--- config.mk ---
export PLATFORM = sky130hd
export DESIGN_NAME = fetch_unit
export DESIGN_NICKNAME = d
export VERILOG_FILES = /design/src/rtl/fetch_unit.sv
export SDC_FILE = /design/constraint.sdc
export NUM_CORES = 1
export LEC_CHECK = 0
export CAP_MARGIN = 20
export CORE_MARGIN = 5
export CORE_UTILIZATION = 70
export CTS_BUF_LIST = sky130_fd_sc_hd__clkbuf_4
export CTS_CLUSTER_DIAMETER = 40
export CTS_CLUSTER_SIZE = 30
export DETAILED_ROUTE_END_ITERATION = 10
export DONT_BUFFER_PORTS = 1
export PLACE_DENSITY = 0.95
export SYNTH_ARGS = -nofsm -noshare
export SYNTH_HDL_FRONTEND = slang
export SYNTH_SLANG_ARGS = --single-unit
--- constraint.sdc ---
create_clock -name clk -period 16.9 [get_ports clk]
set_input_delay 1.69 -clock clk [delete_from_list [all_inputs] [get_ports clk]]
set_output_delay 1.69 -clock clk [all_outputs]
set_load 0.02 [all_outputs]
--- src/rtl/fetch_unit.sv ---
// fetch_unit: instruction fetch with a single outstanding memory request and a FIFO instruction queue
module fetch_unit #(
    parameter logic [31:0] RESET_PC = 32'h0000_0000,
    parameter int          DEPTH    = 4
) (
    input  logic        clk,
    input  logic        rst_n,
    output logic        imem_req,
    output logic [31:0] imem_addr,
    input  logic        imem_gnt,
    input  logic        imem_rvalid,
    input  logic [31:0] imem_rdata,
    output logic        if_valid,
    output logic [31:0] if_instr,
    output logic [31:0] if_pc_next,
    input  logic        if_ack,
    input  logic        redirect,
    input  logic [31:0] redirect_addr
);
    localparam int AW = $clog2(DEPTH);

    logic [31:0] fpc_q, fpc_d;
    logic        out_q, out_d;
    logic        drop_q, drop_d;
    logic [AW:0] cnt_q, cnt_d;
    logic [AW-1:0] rd_q, rd_d, wr_q, wr_d;
    logic [31:0] instr_q [DEPTH];
    logic [31:0] pcn_q [DEPTH];
    logic        grant, resp, push, pop;

    // The fetch PC already points past the outstanding request, so it is that request's pc_next.
    assign imem_addr  = fpc_q;
    assign imem_req   = !out_q && (({1'b0, cnt_q} + (AW+2)'(out_q)) < (AW+2)'(DEPTH)) && !redirect;
    assign if_valid   = cnt_q != '0;
    assign if_instr   = if_valid ? instr_q[rd_q] : '0;
    assign if_pc_next = if_valid ? pcn_q[rd_q] : '0;
    assign grant      = imem_req & imem_gnt;
    assign resp       = imem_rvalid & out_q;
    assign push       = resp & !drop_q & !redirect;
    assign pop        = if_valid & if_ack & !redirect;

    // Next-state: redirect flushes the queue and overrides any same-cycle push, pop or grant.
    always_comb begin
        fpc_d  = redirect ? (redirect_addr & ~32'h3) : grant ? fpc_q + 32'd4 : fpc_q;
        out_d  = resp ? 1'b0 : grant ? 1'b1 : out_q;
        drop_d = resp ? 1'b0 : (redirect && out_q) ? 1'b1 : drop_q;
        cnt_d  = redirect ? '0 : cnt_q + (AW+1)'(push) - (AW+1)'(pop);
        rd_d   = redirect ? '0 : rd_q + AW'(pop);
        wr_d   = redirect ? '0 : wr_q + AW'(push);
    end

    // Control state with synchronous active-low reset.
    always_ff @(posedge clk) begin
        if (!rst_n) begin
            fpc_q  <= RESET_PC;
            out_q  <= 1'b0;
            drop_q <= 1'b0;
            cnt_q  <= '0;
            rd_q   <= '0;
            wr_q   <= '0;
        end else begin
            fpc_q  <= fpc_d;
            out_q  <= out_d;
            drop_q <= drop_d;
            cnt_q  <= cnt_d;
            rd_q   <= rd_d;
            wr_q   <= wr_d;
        end
    end

    // Queue storage; contents are only visible through a valid count, so no reset is needed.
    always_ff @(posedge clk) begin
        if (rst_n && push) begin
            instr_q[wr_q] <= imem_rdata;
            pcn_q[wr_q]   <= fpc_q;
        end
    end
endmodule
# Word-level counts from Yosys, hierarchy flattened
# Memory sizes are Yosys's and may differ from the RTL's. A register that Yosys moved wholly into a read port is not among the register bits.
# Cells that the tools add are included.
[op_classes]
magnitude_cmp = 1
n_addsub = 6
n_mux = 8
n_bitwise = 7
n_reduce_logical = 11
[ops]
columns = ["operator", "n"]
rows = [
  ["two-way mux 32 bit", 4],
  ["adder 32 x 3 -> 32 bit (second input constant)", 1],
  ["AND 1 bit", 6],
  ["adder 2 x 1 -> 2 bit", 2],
  ["adder 3 x 1 -> 4 bit", 1],
  ["logical AND 1 bit", 4],
  ["less-than comparator 4 x 3 -> 1 bit (second input constant)", 1],
  ["two-way mux 2 bit", 2],
  ["OR reduction 2 bit", 2],
  ["adder 3 x 1 -> 3 bit", 1],
  ["zero test 1 bit", 3],
  ["nonzero test 3 bit", 1],
  ["subtractor 3 x 1 -> 3 bit", 1],
  ["two-way mux 1 bit", 2],
  ["nonzero test 2 bit", 1],
  ["inverter 1 bit", 1],
]
[word_totals]
ramBits = 256
output_inout_bits = 98
input_bits = 70
wordCells = 42
memories = 2
ff_bits = 41
[memory_table]
columns = ["memory", "depth", "word_bits", "read_ports", "rd_ports_with_merged_regs", "wr", "line_no", "text"]
rows = [
  ["instr_q", 4, 32, 1, 1, 1, "27", "logic [31:0] instr_q [DEPTH];"],
  ["pcn_q", 4, 32, 1, 1, 1, "28", "logic [31:0] pcn_q [DEPTH];"],
]

# Depth between registers and ports, before layout
# Gate-level depths: netlist of run 1.
[logic_depth]
depth_word = 7
ltp_mapped = 9

# Worst setup path before layout of run 1
# Ideal clock, no wire load.
[synth_timing]
path_type = "input to register"
startpoint = "in imem_rvalid"
endpoint = "mem instr_q[0][0], enable pin"
setup_slack_ns = 9.940
arrival_ns = 6.402
n_path_buf = 0
t_required_ns = 16.341
path_stages = 4
path_cell_list = "nand2_1 nor3_1 nand2_1 nor3_1"
[synth_between]
elab_chain_cells = 6
[synth_rtl]
columns = ["item", "line_no", "text"]
rows = [
  ["start: declaration", "11", "input logic imem_rvalid,"],
  ["AND 1 bit", "38", "assign resp = imem_rvalid & out_q;"],
  ["AND 1 bit (2 in series)", "39", "assign push = resp & !drop_q & !redirect;"],
  ["logical AND 1 bit", "73", "if (rst_n && push) begin"],
  ["two-way mux 1 bit", "73", ""],
  ["two-way mux 1 bit (implied by the code)", "74", "instr_q[wr_q] <= imem_rdata;"],
  ["end: declaration", "27", ""],
]
# No other way between the ends.

==> impl_results.md, run 1 <==
- Status: finished clean
- Buffers on Ports: 0
- Hold_buf cts: 0
- Tcrit/Tclk final: 27.1%
- RSZ-0062 raised after global routing: no
- Gpl congestion: 0.875
- Initial antenna violation count: 0
- Filler instances: ~950
- Min Clock Period, post-route: about 4.6 ns
- Vias/cell: approximately 6.7
- WHS: 0.511 ns
- Initial Utilization: 70.5%
- Share of cells above drive strength 1: 20.2%
- Drt first-iter violations: between 500 and 600
- FMAX: 0.218 GHz
- Drt wl/cell: approximately 25 um
- Switching pwr: 279 uW
- Maxcap violations: 0
- Asr flop ratio synth: 0%
- DRC errors left: 0
- Die H: 139 um
- WP data arrival: 2.90 ns
- Slew margin rel.: between 30% and 40%
- Hold Path Class: reg -> reg
- DP HPWL: roughly 14 mm
- Power Internal: 982 uW
- Worst slew pin tran: between 1 and 1.5 ns
- Core ar.: 16400 sq um
- Clk buf depth: 3
- Register share of total power: 63.1%
- Setup TNS: 0 ns
- Gr ovfl total: 0
- Biggest fanout along the worst timing path: 47
- Routed Antenna Nets: 0
- Commonest non-fill, non-tap cell in the layout: edfxtp_1
- Layout area overhead: 6.73%
- Crit start category: register
- Clk_skew: around 0.036 ns
- Hold Vio Cnt, Final: 0
- Synth top area cells: edfxtp_1 (64%), mux4_2 (12%), dfxtp_1 (6.8%)
- Vias in the first global route: 6342
- Row Count: between 40 and 50
- Sw Ratio: 22.1%
- Htree depth: 2
- Post-synth EDFFs: 248
- Root buffer cell: clkbuf_4
- Comb power frac: 1.9%
- Wire length on met3: 2.53 mm
- All-Layer GR Usage: 24.1%
- TritonCTS Buffers: 35
- Clock latency on the worst-skew pair: 0.63 ns
- Library cells used by synthesis: 46
- Syn Area/Cell: roughly 17 sq um
- Final #Nets: 755
- Crit end category: primary output
- Die area: between 15000 and 20000 sq um
- Vias: 6201
- Antenna diodes: 0
- Die W: 139 um
- Top routing layer in use: met4
- Leak: 3.80 nW
- Yosys top cell area share: around 64%
- PD cells: 102 nW/um^2
- Post-Synthesis Cells: roughly 680
- Clock Sinks: 287
- Slew Limit Fails: 0
- Setup violators final: 0
- Met1 wire length: approximately 8.7 mm
- Drt total wl: between 20 and 25 mm
- Power share of the clock group: 35.0%
- Most frequent cells in the layout: edfxtp_1 (248), and2_1 (63), mux4_2 (62)
- Dominant synthesized flop cell: edfxtp_1
- WL met2: ~11 mm
- Synth warn: 0
- Cell area after synthesis: 11600 sq um
- Peak VDD IR: 65.2 uV
- Largest net degree at the start of global routing: 66
- First-pass GRT wire length: about 36 mm
- Leading area contributor after synthesis: edfxtp_1
- Sequential share of the synthesized area: 71.2%
- Setup Buffers After CTS: 0
- WP data required: 15.21 ns
- Synth Register Bits: 287
- CTS resizes: 0
- CTS tree: built
- Clock slew at reported path FFs: 0.12 ns
- Total power: 1.26 mW
- Worst Setup Path Type: reg -> out
- Drt pass-1 iters: 5
- I/O pin cnt: 168
layer usage:
layer	vias to the layer above	global-route usage, %
li1	2712	-
met1	3123	32.9
met2	332	38.5
met3	34	7.94
met4	0	6.24
met5	-	0
flip-flops by register name, indices dropped and copies added (netlist names):
signal	cells
out_q	1
pcn_q	120
instr_q	128
drop_q	1
rd_q	2
cnt_q	3
wr_q	2
imem_addr	30
cell families (layout without fill, tap and decap cells):
group | count (synthesis) | in the layout | synth area share, %
fa+ha+maj | 5 | 5 | 0.606
compound gates | 73 | 73 | 3.90
other cells | 1 | 4 | 0.0324
simple gates | 187 | 187 | 9.54
xor+xnor | 10 | 10 | 0.757
flops | 287 | 287 | 71.2
mux | 63 | 63 | 12.2
buf+inv | 49 | 75 | 1.84
critical path, cell delays in order, from the launching register on:
cell,delay (ns)
dfxtp_4,0.57
buf_4,0.79
mux4_2,0.60
and2_1,0.27
through the flow:
stage | setup slack [ns] | util (%) | std cells | area (sq um)
2_1_floorplan | 9.94 | - | 678 | 11600
3_3_place_gp | 12.66 | 71.6 | 862 | 11700
3_5_place_dp | 12.53 | 71.6 | 862 | 11700
4_1_cts | 12.19 | 75.1 | 923 | 12300
5_1_grt | 12.00 | 75.2 | 924 | 12300
6_report | 12.31 | 75.2 | 924 | 12300
synthesized netlist by cell type (11+ instances only):
cell type / n
nand4_1: 12
mux4_2: 62
edfxtp_1: 248
and2_1: 63
a21oi_1: 12
a31oi_1: 14
nand3_1: 17
dfxtp_1: 39
o21ai_0: 23
or4_1: 16
o31ai_1: 11
nor2_1: 13
nand2_1: 28
clkbuf_1: 30
area by class of cell:
type / instances / area [sq um] / share of cell area [%]
clock buffer: 37 / 278 / 2.25
multi-input combinational: 342 / 3160 / 25.6
tap: 220 / 275 / 2.23
timing repair buffer: 7 / 65.1 / 0.527
clock inverter: 24 / 302 / 2.44
inverter: 7 / 26.3 / 0.213
sequential: 287 / 8240 / 66.7
power by group through the flow:
stage / sequential [mW] / clock, mW / combinational [mW]
6_report: 0.796 / 0.441 / 0.0236
5_1_grt: 0.798 / 0.487 / 0.0263
4_1_cts: 0.796 / 0.453 / 0.0233
3_5_place_dp: 0.812 / 0 / 0.0232
3_3_place_gp: 0.811 / 0 / 0.0223
2_1_floorplan: 0.806 / 0 / 0.0211
path summary, 6_finish.rpt:
| kind | slack [ns] | endpoint | from | cells past startpoint |
|---|---|---|---|---|
| setup / recovery | 12.31 | if_pc_next[12] | rd_q[0] | 3 |
| hold / removal | 0.51 | drop_q | drop_q | 2 |
| setup reg to reg | 13.69 | pcn_q[0][11] | out_q | 5 |
| hold reg to reg | 0.51 | drop_q | drop_q | 2 |
No activity file was read; power rests on OpenSTA's default activity.
==> run 2: changes to the inputs <==
--- a/config.mk
+++ b/config.mk
@@ -7,13 +7,13 @@
 export LEC_CHECK = 0
 export CAP_MARGIN = 20
 export CORE_MARGIN = 5
-export CORE_UTILIZATION = 70
+export CORE_UTILIZATION = 66
 export CTS_BUF_LIST = sky130_fd_sc_hd__clkbuf_4
 export CTS_CLUSTER_DIAMETER = 40
 export CTS_CLUSTER_SIZE = 30
 export DETAILED_ROUTE_END_ITERATION = 10
 export DONT_BUFFER_PORTS = 1
-export PLACE_DENSITY = 0.95
+export PLACE_DENSITY = 0.94
 export SYNTH_ARGS = -nofsm -noshare
 export SYNTH_HDL_FRONTEND = slang
 export SYNTH_SLANG_ARGS = --single-unit
==> constraint.sdc (replaced) <==
create_clock -name clk -period 4.5 [get_ports clk]
set_input_delay 0.45 -clock clk [delete_from_list [all_inputs] [get_ports clk]]
set_output_delay 0.45 -clock clk [all_outputs]
set_load 0.02 [all_outputs]
==> impl_results.md, run 2 (synthesis results as in run 1) <==
- Vias: 6485 (+4.6%)
- WHS Path Cells: 2 (unchanged)
- PD cells: 367 nW/um^2 (+260%)
- Slew margin rel.: 36.1% (+4.3 points)
- Gpl congestion: 0.891 (+1.9%)
- WP data arrival: 2.80 ns (-0.10 ns)
- RR Endpoint: instr_q[1][9]
- Largest register by flop count: instr_q
- Peak VDD IR: 262 uV (+300%)
- Core ar.: 17200 sq um (+5.1%)
- Leak: 4.03 nW (+6.1%)
- Comb power frac: 3.1% (+1.2 points)
- Most frequent cells in the layout: edfxtp_1 (248), and2_1 (63), mux4_2 (62)
- Max reg flops: 128 (unchanged)
- WP buf/inv: 1 (unchanged)
- Drt wl/cell: 25.1 um (+1.5%)
- Die W: 142 um (+2.8%)
- Sw Ratio: 23.3% (+1.2 points)
- Final #Nets: 812 (+7.5%)
- Hold Path Class: in -> reg
- Min Clock Period, post-route: 3.25 ns
- Initial antenna violation count: 0 (unchanged)
- CTS resizes: 0 (unchanged)
- DP HPWL: 15.4 mm (+7.5%)
- Drt total wl: 24.8 mm (+8.4%)
- Power Internal: 3.63 mW (+270%)
- All-Layer GR Usage: 24.8% (+0.71 points)
- Antenna diodes: 0 (unchanged)
- Gr ovfl total: 0 (unchanged)
- Setup violators final: 0 (unchanged)
- Filler instances: 987 (+3.8%)
- Register share of total power: 63.2% (about the same)
- Clock latency on the worst-skew pair: 0.66 ns (+0.03 ns)
- Hold_sp: redirect_addr[21]
- Min-Delay Endpoint: imem_addr[21]
- Tcrit/Tclk final: 72.2%
- Vias/cell: 6.57 (-2.1%)
- Commonest non-fill, non-tap cell in the layout: edfxtp_1
- First-pass GRT wire length: 38.5 mm (+6.3%)
- Drt pass-1 iters: 5 (unchanged)
- Hold Vio Cnt, Final: 0 (unchanged)
- Delay-heaviest family, CP: flip-flops
- Root buffer cell: clkbuf_4
- Largest stage delay, worst path: 0.85 ns (+0.06 ns)
- DRC errors left: 0 (unchanged)
- Final Cell Area: 12900 sq um (+4.5%)
- Biggest fanout along the worst timing path: 36 (-23%)
- R2R cell count: 5 (unchanged)
- Clk_skew: 0.0674 ns (+0.0319 ns)
- Initial Utilization: 67.1% (-3.4 points)
- Clk buf depth: 3 (unchanged)
- TritonCTS Buffers: 35 (unchanged)
- I/O pin cnt: 168 (unchanged)
- Die area: 20300 sq um (+5.6%)
- CP cell instances: buf_4, mux4_2, and2_1
- Switching pwr: 1.10 mW (+300%)
- RSZ-0062 raised after global routing: no
- Die H: 142 um (+2.8%)
- Buffers on Ports: 0 (unchanged)
- Largest net degree at the start of global routing: 66 (unchanged)
- FMAX: 0.308 GHz
- Setup Buffers After CTS: 0 (unchanged)
- Maxcap violations: 0 (unchanged)
- Clock slew at reported path FFs: 0.13 ns (about the same)
- CTS tree: built
- Share of cells above drive strength 1: 19.0% (-1.1 points)
- Htree depth: 2 (unchanged)
- WP data required: 4.05 ns (-11.16 ns)
- Slew Limit Fails: 0 (unchanged)
- Hold_buf cts: 53 (+53)
- Power share of the clock group: 33.7% (-1.3 points)
- Crit-path slowest cell: dfxtp_4
- Placed Area: 11800 sq um (+0.42%)
- Drt first-iter violations: 475 (-14%)
- Layout area overhead: 11.6%
- Crit end category: primary output
- Crit start category: register
- Worst setup margin: 1.25 ns (-11.06 ns)
- Worst Setup Path Type: reg -> out
- Vias in the first global route: 6734 (+6.2%)
- Clock Sinks: 287 (unchanged)
- DP Worst Slack: 1.54 ns (-10.99 ns)
- Worst slew pin tran: 0.958 ns (-0.0587 ns)
- Status: finished clean
- Routed Antenna Nets: 0 (unchanged)
- R2r setup slk: 1.80 ns (-11.89 ns)
- Row Count: 48 (+2.1%)
- FF-to-FF Start: out_q
run 2: cell count changes in the layout (fill, tap and decap cells not counted), sizes merged:
cell         previous run  this run
bufinv                  5         3
clkinvlp                3         4
clkbuf                 37        39
buf                     7        11
inv                    13        12
dlygate4sd3             0        53
clkinv                 10        11
run 2: cell type report:
class                           count  area (sq um)  share of cell area, %
Inverter                            7          26.3                  0.204
Sequential cell                   287          8240                   63.8
Tap cell                          225           282                   2.18
Multi-Input combinational cell    342          3160                   24.5
Timing Repair Buffer               64           638                   4.95
Clock buffer                       39           293                   2.27
Clock inverter                     23           265                   2.06
run 2: how the worst max path moves through the flow:
stage	to	depth (start not counted)	slack (ns)	startpoint
final	if_instr[24]	3	1.25	rd_q[0]
after global routing	if_instr[24]	3	1.03	rd_q[0]
after CTS	if_instr[12]	3	1.18	rd_q[0]
after detailed placement	cnt_q[1]	7	1.54	cnt_q[2]
after global placement	cnt_q[1]	7	1.65	cnt_q[2]
after floorplan	instr_q[0][0]	4	-1.22	imem_rvalid
run 2: power by group through the flow:
| stage | clock network, mW | registers, mW | logic (mW) |
|---|---|---|---|
| 6_report | 1.60 | 2.99 | 0.146 |
| 3_3_place_gp | 0 | 3.05 | 0.0825 |
| 2_1_floorplan | 0 | 3.03 | 0.0792 |
| 5_1_grt | 1.77 | 3.00 | 0.157 |
| 4_1_cts | 1.62 | 2.99 | 0.142 |
| 3_5_place_dp | 0 | 3.05 | 0.0874 |
run 2: per-layer routing:
layer	GRT usage [%]	vias to the layer above	share of wire (%)
li1	-	2846	-
met1	33.1	3289	39
met2	41.5	305	50
met3	7.06	45	9.0
met4	5.90	0	1.8
met5	0	-	0
run 2: stage by stage:
step	utilization [%]	cells	hold slack, ns	TNS, ns	power (mW)
2_1_floorplan	-	678	0.453	-151.32	3.11
3_3_place_gp	68.4	871	0.462	0	3.13
3_5_place_dp	68.4	871	0.481	0	3.14
4_1_cts	74.7	986	0.00369	0	4.75
5_1_grt	74.8	987	0.00375	0	4.93
6_report	74.8	987	0.0284	0	4.73
